<file path="src/rtl/cec_seq_ctrl.sv">
// ============================================================================
// Module   : cec_seq_ctrl
// Brief    : Two-pass common-exponent sequencer: buffers per-lane product
//            exponents while tracking the vector max, then replays shifts.
// Revision : 1.0
// ============================================================================
`default_nettype none

module cec_seq_ctrl #(
  parameter int LANES      = 10,
  parameter int MAX_CHUNKS = 8,
  parameter int DIFF_SAT   = 31
) (
  input  logic                  clk,
  input  logic                  rst,
  input  logic                  in_valid,
  output logic                  in_ready,
  input  logic                  in_last,
  input  logic [LANES*10-1:0]   in_exp_a,
  input  logic [LANES*10-1:0]   in_exp_b,
  input  logic [LANES-1:0]      in_lane_en,
  output logic                  out_valid,
  input  logic                  out_ready,
  output logic                  out_last,
  output logic [LANES*10-1:0]   out_diff,
  output logic [9:0]            out_max_exp,
  output logic                  overflow
);

  localparam int C_PTR_W = $clog2(MAX_CHUNKS);
  localparam int C_CNT_W = C_PTR_W + 1;

  localparam logic [0:0] S_LOAD  = 1'b0;
  localparam logic [0:0] S_DRAIN = 1'b1;

  localparam logic [9:0]         C_BIAS     = 10'd127;
  localparam logic [9:0]         C_DIFF_SAT = DIFF_SAT[9:0];
  localparam logic [10:0]        C_SAT_EXT  = {1'b0, C_DIFF_SAT};
  localparam logic [C_CNT_W-1:0] C_CNT_LAST = C_CNT_W'(MAX_CHUNKS - 1);

  logic [0:0]          r_state;
  logic [0:0]          w_state_nxt;
  logic [C_PTR_W-1:0]  r_wr_ptr;
  logic [C_CNT_W-1:0]  r_rd_ptr;
  logic [C_CNT_W-1:0]  r_count;
  logic [9:0]          r_max;
  logic                r_max_valid;
  logic                r_overflow;

  logic [LANES*10-1:0] r_buf_exp [MAX_CHUNKS];
  logic [LANES-1:0]    r_buf_en  [MAX_CHUNKS];

  logic                   w_in_fire;
  logic                   w_out_fire;
  logic                   w_chunk_full;
  logic [LANES*10-1:0]    w_e_flat;
  logic [LANES*10-1:0]    w_rd_exp;
  logic [LANES-1:0]       w_rd_en;
  logic [LANES*10-1:0]    w_diff_flat;
  logic [9:0]             w_fold_max;
  logic                   w_fold_valid;

  assign w_in_fire    = in_valid && in_ready;
  assign w_out_fire   = out_valid && out_ready;
  assign w_chunk_full = (r_count == C_CNT_LAST);
  assign w_rd_exp     = r_buf_exp[r_rd_ptr[C_PTR_W-1:0]];
  assign w_rd_en      = r_buf_en[r_rd_ptr[C_PTR_W-1:0]];

  // Per-lane product exponent on the way in, shift amount on the way out.
  for (genvar gi = 0; gi < LANES; gi++) begin : g_lane
    logic [9:0]  w_be;
    logic [10:0] w_sub;

    assign w_e_flat[10*gi +: 10] = in_exp_a[10*gi +: 10] + in_exp_b[10*gi +: 10] - C_BIAS;

    assign w_be  = w_rd_exp[10*gi +: 10];
    assign w_sub = {r_max[9], r_max} - {w_be[9], w_be};
    assign w_diff_flat[10*gi +: 10] = !w_rd_en[gi]       ? C_DIFF_SAT :
                                      (w_sub > C_SAT_EXT) ? C_DIFF_SAT : w_sub[9:0];
  end

  always_comb begin
    w_fold_max   = r_max;
    w_fold_valid = r_max_valid;
    for (int i = 0; i < LANES; i++) begin
      if (in_lane_en[i] &&
          (!w_fold_valid || ($signed(w_e_flat[10*i +: 10]) > $signed(w_fold_max)))) begin
        w_fold_max   = w_e_flat[10*i +: 10];
        w_fold_valid = 1'b1;
      end
    end
  end

  always_ff @(posedge clk) begin
    if (rst) begin
      r_state <= S_LOAD;
    end else begin
      r_state <= w_state_nxt;
    end
  end

  always_comb begin
    w_state_nxt = r_state;
    case (r_state)
      S_LOAD:  if (w_in_fire && (in_last || w_chunk_full)) w_state_nxt = S_DRAIN;
      S_DRAIN: if (w_out_fire && out_last)                 w_state_nxt = S_LOAD;
      default: w_state_nxt = S_LOAD;
    endcase
  end

  always_comb begin
    in_ready    = 1'b0;
    out_valid   = 1'b0;
    out_last    = 1'b0;
    out_diff    = '0;
    out_max_exp = '0;
    overflow    = r_overflow;
    case (r_state)
      S_LOAD: begin
        in_ready = !rst;
      end
      S_DRAIN: begin
        out_valid   = 1'b1;
        out_last    = (r_rd_ptr == (r_count - C_CNT_W'(1)));
        out_diff    = w_diff_flat;
        out_max_exp = r_max_valid ? r_max : 10'd0;
      end
      default: ;
    endcase
  end

  always_ff @(posedge clk) begin
    if (rst) begin
      r_wr_ptr    <= '0;
      r_rd_ptr    <= '0;
      r_count     <= '0;
      r_max       <= '0;
      r_max_valid <= 1'b0;
      r_overflow  <= 1'b0;
    end else begin
      r_overflow <= 1'b0;
      if (r_state == S_LOAD && w_in_fire) begin
        r_wr_ptr    <= r_wr_ptr + C_PTR_W'(1);
        r_count     <= r_count + C_CNT_W'(1);
        r_max       <= w_fold_max;
        r_max_valid <= w_fold_valid;
        r_overflow  <= w_chunk_full && !in_last;
      end
      if (r_state == S_DRAIN && w_out_fire) begin
        if (out_last) begin
          r_wr_ptr    <= '0;
          r_rd_ptr    <= '0;
          r_count     <= '0;
          r_max_valid <= 1'b0;
        end else begin
          r_rd_ptr <= r_rd_ptr + C_CNT_W'(1);
        end
      end
    end
  end

  // Buffer contents are don't-care until written, so no reset is needed.
  always_ff @(posedge clk) begin
    if (w_in_fire) begin
      r_buf_exp[r_wr_ptr] <= w_e_flat;
      r_buf_en[r_wr_ptr]  <= in_lane_en;
    end
  end

endmodule

`default_nettype wire

</file>
<file path="config.mk">
export PLATFORM = sky130hd
export DESIGN_NAME = cec_seq_ctrl
export DESIGN_NICKNAME = d
export VERILOG_FILES = /design/src/rtl/cec_seq_ctrl.sv
export SDC_FILE = /design/constraint.sdc
export NUM_CORES = 1
export LEC_CHECK = 0
export CAP_MARGIN = 20
export CORE_AREA = 8 8 292 294
export CTS_BUF_LIST = sky130_fd_sc_hd__clkbuf_2 sky130_fd_sc_hd__clkbuf_4 sky130_fd_sc_hd__clkbuf_8
export CTS_CLUSTER_SIZE = 16
export DETAILED_ROUTE_END_ITERATION = 12
export DIE_AREA = 0 0 300 302
export HOLD_SLACK_MARGIN = 0.1
export PLACE_DENSITY = 0.81
export RECOVER_POWER = 25
export REMOVE_ABC_BUFFERS = 1
export SYNTH_ARGS = -nofsm -noshare
export SYNTH_HDL_FRONTEND = slang
export SYNTH_SLANG_ARGS = --single-unit
</file>
<file path="constraint.sdc">
create_clock -name clk -period 34.4 [get_ports clk]
set_input_delay 6.88 -clock clk [delete_from_list [all_inputs] [get_ports clk]]
set_output_delay 6.88 -clock clk [all_outputs]
set_load 0.05 [all_outputs]
</file>
==> After elaboration in Yosys (flattened, before gate mapping) <==
Memories as Yosys holds them, arrays and structs flattened. A register that Yosys moved wholly into a read port is not among the register bits.
Cells that the tools add are included.
{ "word_totals": {"mem_count": 2, "elab_cells": 173, "output_inout_bits": 114, "ramBits": 880, "reg_bits": 24} }
{ "memory_table": {"columns": ["memory", "depth", "width", "rd", "rd_clocked_by_memory_dff", "wr", "line", "source"], "rows": [
  ["r_buf_exp", 8, 100, 1, 1, 1, "50", "logic [LANES*10-1:0] r_buf_exp [MAX_CHUNKS];"],
  ["r_buf_en", 8, 10, 1, 1, 1, "51", "logic [LANES-1:0] r_buf_en [MAX_CHUNKS];"]
]} }
{ "op_classes": {"muxes": 65, "eq_ne": 2, "n_reduce_logical": 41, "n_addsub": 34, "n_bitwise": 2, "n_lt_le_gt_ge": 20} }
{ "op_table": {"columns": ["op", "count"], "rows": [
  ["$mux 10", 32],
  ["$gt 11x5->1 const B", 10],
  ["$sub 10x10->11", 10],
  ["$add 10x10->10", 10],
  ["$gt 10x10->1", 10],
  ["$mux 100", 1],
  ["$sub 10x7->10 const B", 10],
  ["$mux 3", 7],
  ["$mux 1", 20],
  ["$logic_and 1x1->1", 17],
  ["$mux 4", 4],
  ["$logic_not 1->1", 12],
  ["$logic_or 1x1->1", 11],
  ["$add 4x1->4 const B", 2],
  ["$eq 4x3->1 const B", 1],
  ["$eq 4x4->1", 1],
  ["$sub 4x1->4 const B", 1],
  ["$add 3x1->3 const B", 1],
  ["$not 1->1", 2],
  ["$pmux 1 s2", 1],
  ["$reduce_or 2->1", 1]
]} }

==> Depth between registers and ports, before layout <==
{ "logic_depth": {"word_depth": 45, "depth_mapped": 107} }

==> Least setup slack after synthesis <==
No wires, ideal clock.
{ "synth_timing": {"path_kind": "input to register", "start": "in in_exp_a[1]", "end": "reg r_max[1]", "path_buffers": 9, "slack_ns": 8.442, "setup_time_ns": 0.091, "arrival_time_ns": 25.867, "stages": 98, "required_time_ns": 34.309, "cell_sequence": "ha_1 -> ha_1 -> inv_1 -> fa_1 -> nor2b_1 -> o31a_1 -> o21a_1 -> or3_1 -> and2_1 -> ha_1 -> a21o_1 -> a2111oi_4 -> a41oi_1 -> and2_4 -> buf_6 -> a31oi_1 -> ha_1 -> a22o_1 -> [62 not listed] -> a211oi_1 -> nand2_1 -> o311ai_0 -> a31oi_1 -> o31ai_1 -> nor2_1 -> a31o_2 -> ha_1 -> nor2b_1 -> o21a_1 -> o21a_1 -> o211ai_1 -> a21oi_1 -> o21ai_0 -> a21boi_2 -> mux2i_1 -> mux2i_1 -> a311oi_1"} }
{ "synth_via": {"elab_chain_len": 42} }
{ "synth_rtl": {"columns": ["item", "line", "source"], "rows": [
  ["from (decl)", "19", "input logic [LANES*10-1:0] in_exp_a,"],
  ["$add 10x10->10 *", "74", "assign w_e_flat[10*gi +: 10] = in_exp_a[10*gi +: 10] + in_exp_b[10*gi +: 10] - C_BIAS;"],
  ["$sub 10x7->10 *", "74", null],
  ["via w_e_flat[7]", "56", "logic [LANES*10-1:0] w_e_flat;"],
  ["$gt 10x10->1", "87", "(!w_fold_valid || ($signed(w_e_flat[10*i +: 10]) > $signed(w_fold_max)))) begin"],
  ["$logic_or 1x1->1", "87", null],
  ["$logic_and 1x1->1", "86", "if (in_lane_en[i] &&"],
  ["$mux 10 or $mux 1 (tied branches)", "86", null],
  ["$gt 10x10->1 or $logic_not 1->1 (tied branches)", "87", null],
  ["[27 not listed]", null, null],
  ["$gt 10x10->1 or $logic_not 1->1 (tied branches)", "87", null],
  ["$logic_or 1x1->1", "87", null],
  ["$logic_and 1x1->1", "86", null],
  ["$mux 10 or $mux 1 (tied branches)", "86", null],
  ["$gt 10x10->1 or $logic_not 1->1 (tied branches)", "87", null],
  ["$logic_or 1x1->1", "87", null],
  ["$logic_and 1x1->1", "86", null],
  ["$mux 10 *", "86", null],
  ["to (signal assigned)", "145", "r_max <= w_fold_max;"],
  ["to (decl)", "46", "logic [9:0] r_max;"]
]} }
Mark *: on every way through the listed nets, which the timed path passes. The rest lies on a longest branch.
A chain may end at the register's enable or synchronous reset.

==> Final worst setup path <==
{ "layout_timing": {"start": "in in_exp_a[0]", "end": "reg r_max[1]"} }
Same word-level chain as after synthesis.

==> impl_metrics.toml <==
[cts]
clock_latency_ns = 0.78
ctsRootBufferMaster = "sky130_fd_sc_hd__clkbuf_8"
post_cts.repair.setup_buffers = 0
cts_repair_resize_count = 0
post_cts_hold_buffer_count = 0
htreeDepth = 4
cts-buffers-inserted = 143
max-clock-path-buffers = 3
cts_tree = "yes"
clkTransAtPathRegs_ns = 0.07
clkSinkCount = 907

[logic_synthesis]
postSynthAreaPerCell_um2 = 14.5
post-synth-top-area-fraction_pct = 55.2
syn_warnings = 0
synth_largest_area_cell = "sky130_fd_sc_hd__edfxtp_1"
post_synth_main_area_contributors = "sky130_fd_sc_hd__edfxtp_1 55%, sky130_fd_sc_hd__mux4_2 10%, sky130_fd_sc_hd__ha_1 9.8%, sky130_fd_sc_hd__mux2i_1 2.5%, sky130_fd_sc_hd__inv_1 2.1%"
ys_dominant_reg_cell = "sky130_fd_sc_hd__edfxtp_1"
netlist_instances = 3313
syn_area_um2 = 47900
post_synth_edffs = 880
yosysSeqAreaShare_pct = 56.3
yosys.cell_count.top_type = "sky130_fd_sc_hd__edfxtp_1"
top_cell_types_by_occurrence_after_synthesis = "880 x sky130_fd_sc_hd__edfxtp_1, 374 x sky130_fd_sc_hd__ha_1, 273 x sky130_fd_sc_hd__inv_1, 220 x sky130_fd_sc_hd__mux4_2, 181 x sky130_fd_sc_hd__a21oi_1"
ys_types = 89
synthArstFlopShare_pct = 0
ys_seq_elements = 907

[timing]
fin_ws_ns = 5.14
fin_skew_ns = 0.0234
finalHoldViolations = 0
fin_tns_setup_ns = 0
whs_ns = 0.520
worstMarginPinSlew_ns = 1.20
min_period_ns = 29.26
final_setup_fails = 0
fmax_ghz = 0.0342
maxSlewViolCount = 0
max_slew_margin_pct = 20.3
finalCritPeriodShare_pct = 85.0
unrepaired_setup_endpoints_after_global_routing = "false"

[place]
pre_cts_slack_ns = 4.50
dp_hpwl_mm = 76.6
gpl.final_weighted_congestion = 0.916
number_of_buffer_cells_added_on_primary_ports = 278

[power]
power_leakage_uw = 0.0199
vdd_ir_drop_max_uv = 113
power.density_cell_area_nw_per_um2 = 76.9

[critical_path]
crit-reg2reg-launch = "r_max[6]"
reg2reg_to = "r_max[1]"
cp.depth = 95
timing.critical_path.max_delay_family = "compound AO/OA/AOI/OAI gates"
critical-path-top-cell-by-count = "sky130_fd_sc_hd__ha_1"
critPathRequiredTime_ns = 35.09
critPathKind = "in2reg"
cp-endpoint = "r_max[1]"
crit_path_top_delay_cell = "sky130_fd_sc_hd__o211ai_2"
worst-r2r-cell-count = 85
critical_path.max_stage_delay_ns = 0.77
worstSetupStartpointType = "input pin"
critPathLaunch = "in_exp_a[0]"
critPathArrivalTime_ns = 29.95
worst-path-buf-inv = 8
worstSetupEndpointType = "register"
worst-path-max-fanout = 25
timing.reg2reg.setup_slack_ns = 13.07

[finish]
final_nets = 4354
postLayoutCoreUtil_pct = 67.9
drive_gt1_share_pct = 15.0
area_grow_syn2layout_pct = 14.8

[detailed_routing]
post_drt_wl_per_cell_um = 23.9
drcViolationCount = 0
initialDrtViolationCount = 3084
route.detailed.vias_per_inst = 6.16
totalWireLength_mm = 117
routed_antenna_nets = 0
detailroute.via_count = 30300
detail_route.first_pass.iterations = 5

[job]
maxCapViolations = 0

[min_path]
hold_start = "r_rd_ptr[1]"
min_path_type = "reg2reg"

[grt]
maximum_number_of_pins_on_one_net_before_global_route_repair = 111
antenna_found_initial = 5
grt_overflow_total = 0
grt_pass1_vias = 30700
grt_first_pass_wirelength_mm = 178
grt_use_total_pct = 25.6

[outcome]
result_of_the_run = "finished clean"

[floorplanning]
floorplan.die.width_um = 300
fp.dieH_um = 302
top_level_ports = 329
std_cell_rows = 105
start_util_pct = 59.2
floorplan.die_area_um2 = 90600
core_region_area_um2 = 80900
layout make-up:
type,count,area (um^2)
clock inverter,57,378
multi-input combinational,2038,19400
inverter,273,1020
tap,1070,1340
clock buffer,190,2340
sequential,907,27000
fill,5518,26000
antenna,4,10.0
timing repair buffer,382,3520
per-stage QoR:
step	power (uW)	instances	area (um^2)
after floorplan	2800	3218	47300
after global placement	3310	4667	52300
after detailed placement	3340	4667	52300
after CTS	4220	4914	55000
after global routing	4510	4920	55000
final	4230	4921	55000
cells in the final DEF (no fill, tap or decap), types with 50 or more instances in the layout:
cell type / netlist / layout
sky130_fd_sc_hd__edfxtp_1: 880 / 880
sky130_fd_sc_hd__ha_1: 374 / 374
sky130_fd_sc_hd__inv_1: 273 / 273
sky130_fd_sc_hd__clkdlybuf4s50_1: 0 / 249
sky130_fd_sc_hd__mux4_2: 220 / 220
sky130_fd_sc_hd__a21oi_1: 181 / 181
sky130_fd_sc_hd__clkbuf_8: 0 / 146
sky130_fd_sc_hd__nor2_1: 124 / 123
sky130_fd_sc_hd__mux2i_1: 122 / 122
sky130_fd_sc_hd__o21ai_0: 116 / 116
sky130_fd_sc_hd__xnor2_1: 99 / 99
sky130_fd_sc_hd__nand2_1: 90 / 90
sky130_fd_sc_hd__buf_4: 51 / 75
sky130_fd_sc_hd__o21a_1: 55 / 55
sky130_fd_sc_hd__a21o_1: 51 / 51
sky130_fd_sc_hd__conb_1: 1 / 50
per-layer routing:
layer	track usage [%]	part of all wire [%]	up-vias
met3	4.60	8.7	237
met2	42.4	48	1372
li1	-	-	13600
met4	9.59	3.3	0
met1	34.0	40	15000
met5	0	0	-
sequential cells by signal, indices dropped and copies added (netlist names), named ones only:
name and count:
r_buf_exp 800, r_buf_en 80, r_max 10, r_count 4
r_rd_ptr 4, r_wr_ptr 3, overflow 1, r_max_valid 1
r_state 1
worst register-to-register path: cells and delay by family, from the launching register on:
kind / cells / cell delay (ns)
AO/OA/AOI/OAI: 46 / 11.56
AND/OR/NAND/NOR: 20 / 4.76
adder cells (fa/ha/maj): 10 / 2.82
buffers and inverters: 6 / 1.17
multiplexers: 3 / 0.68
flip-flops: 1 / 0.31
power by group:
part / switching [uW] / total, uW / internal [uW]
logic: 1230 / 2040 / 811
clock network: 411 / 876 / 466
registers: 9.51 / 1310 / 1300
cells by family (layout without fill, tap and decap cells):
kind of cell,Yosys count,in the layout,share of synthesized area (%)
xor+xnor,138,138,2.52
compound gates,622,622,8.54
fa+ha+maj,394,394,10.6
flops,907,907,56.3
mux,358,358,13.3
buf+inv,417,902,3.71
simple gates,476,476,5.04
other cells,1,54,0.00783
worst min-delay path by stage:
stage | end | cells after the start
after floorplan | register | 2
after global placement | register | 2
after detailed placement | register | 2
after CTS | register | 2
after global routing | register | 2
final | register | 2
(Power assumes the default switching activity.)
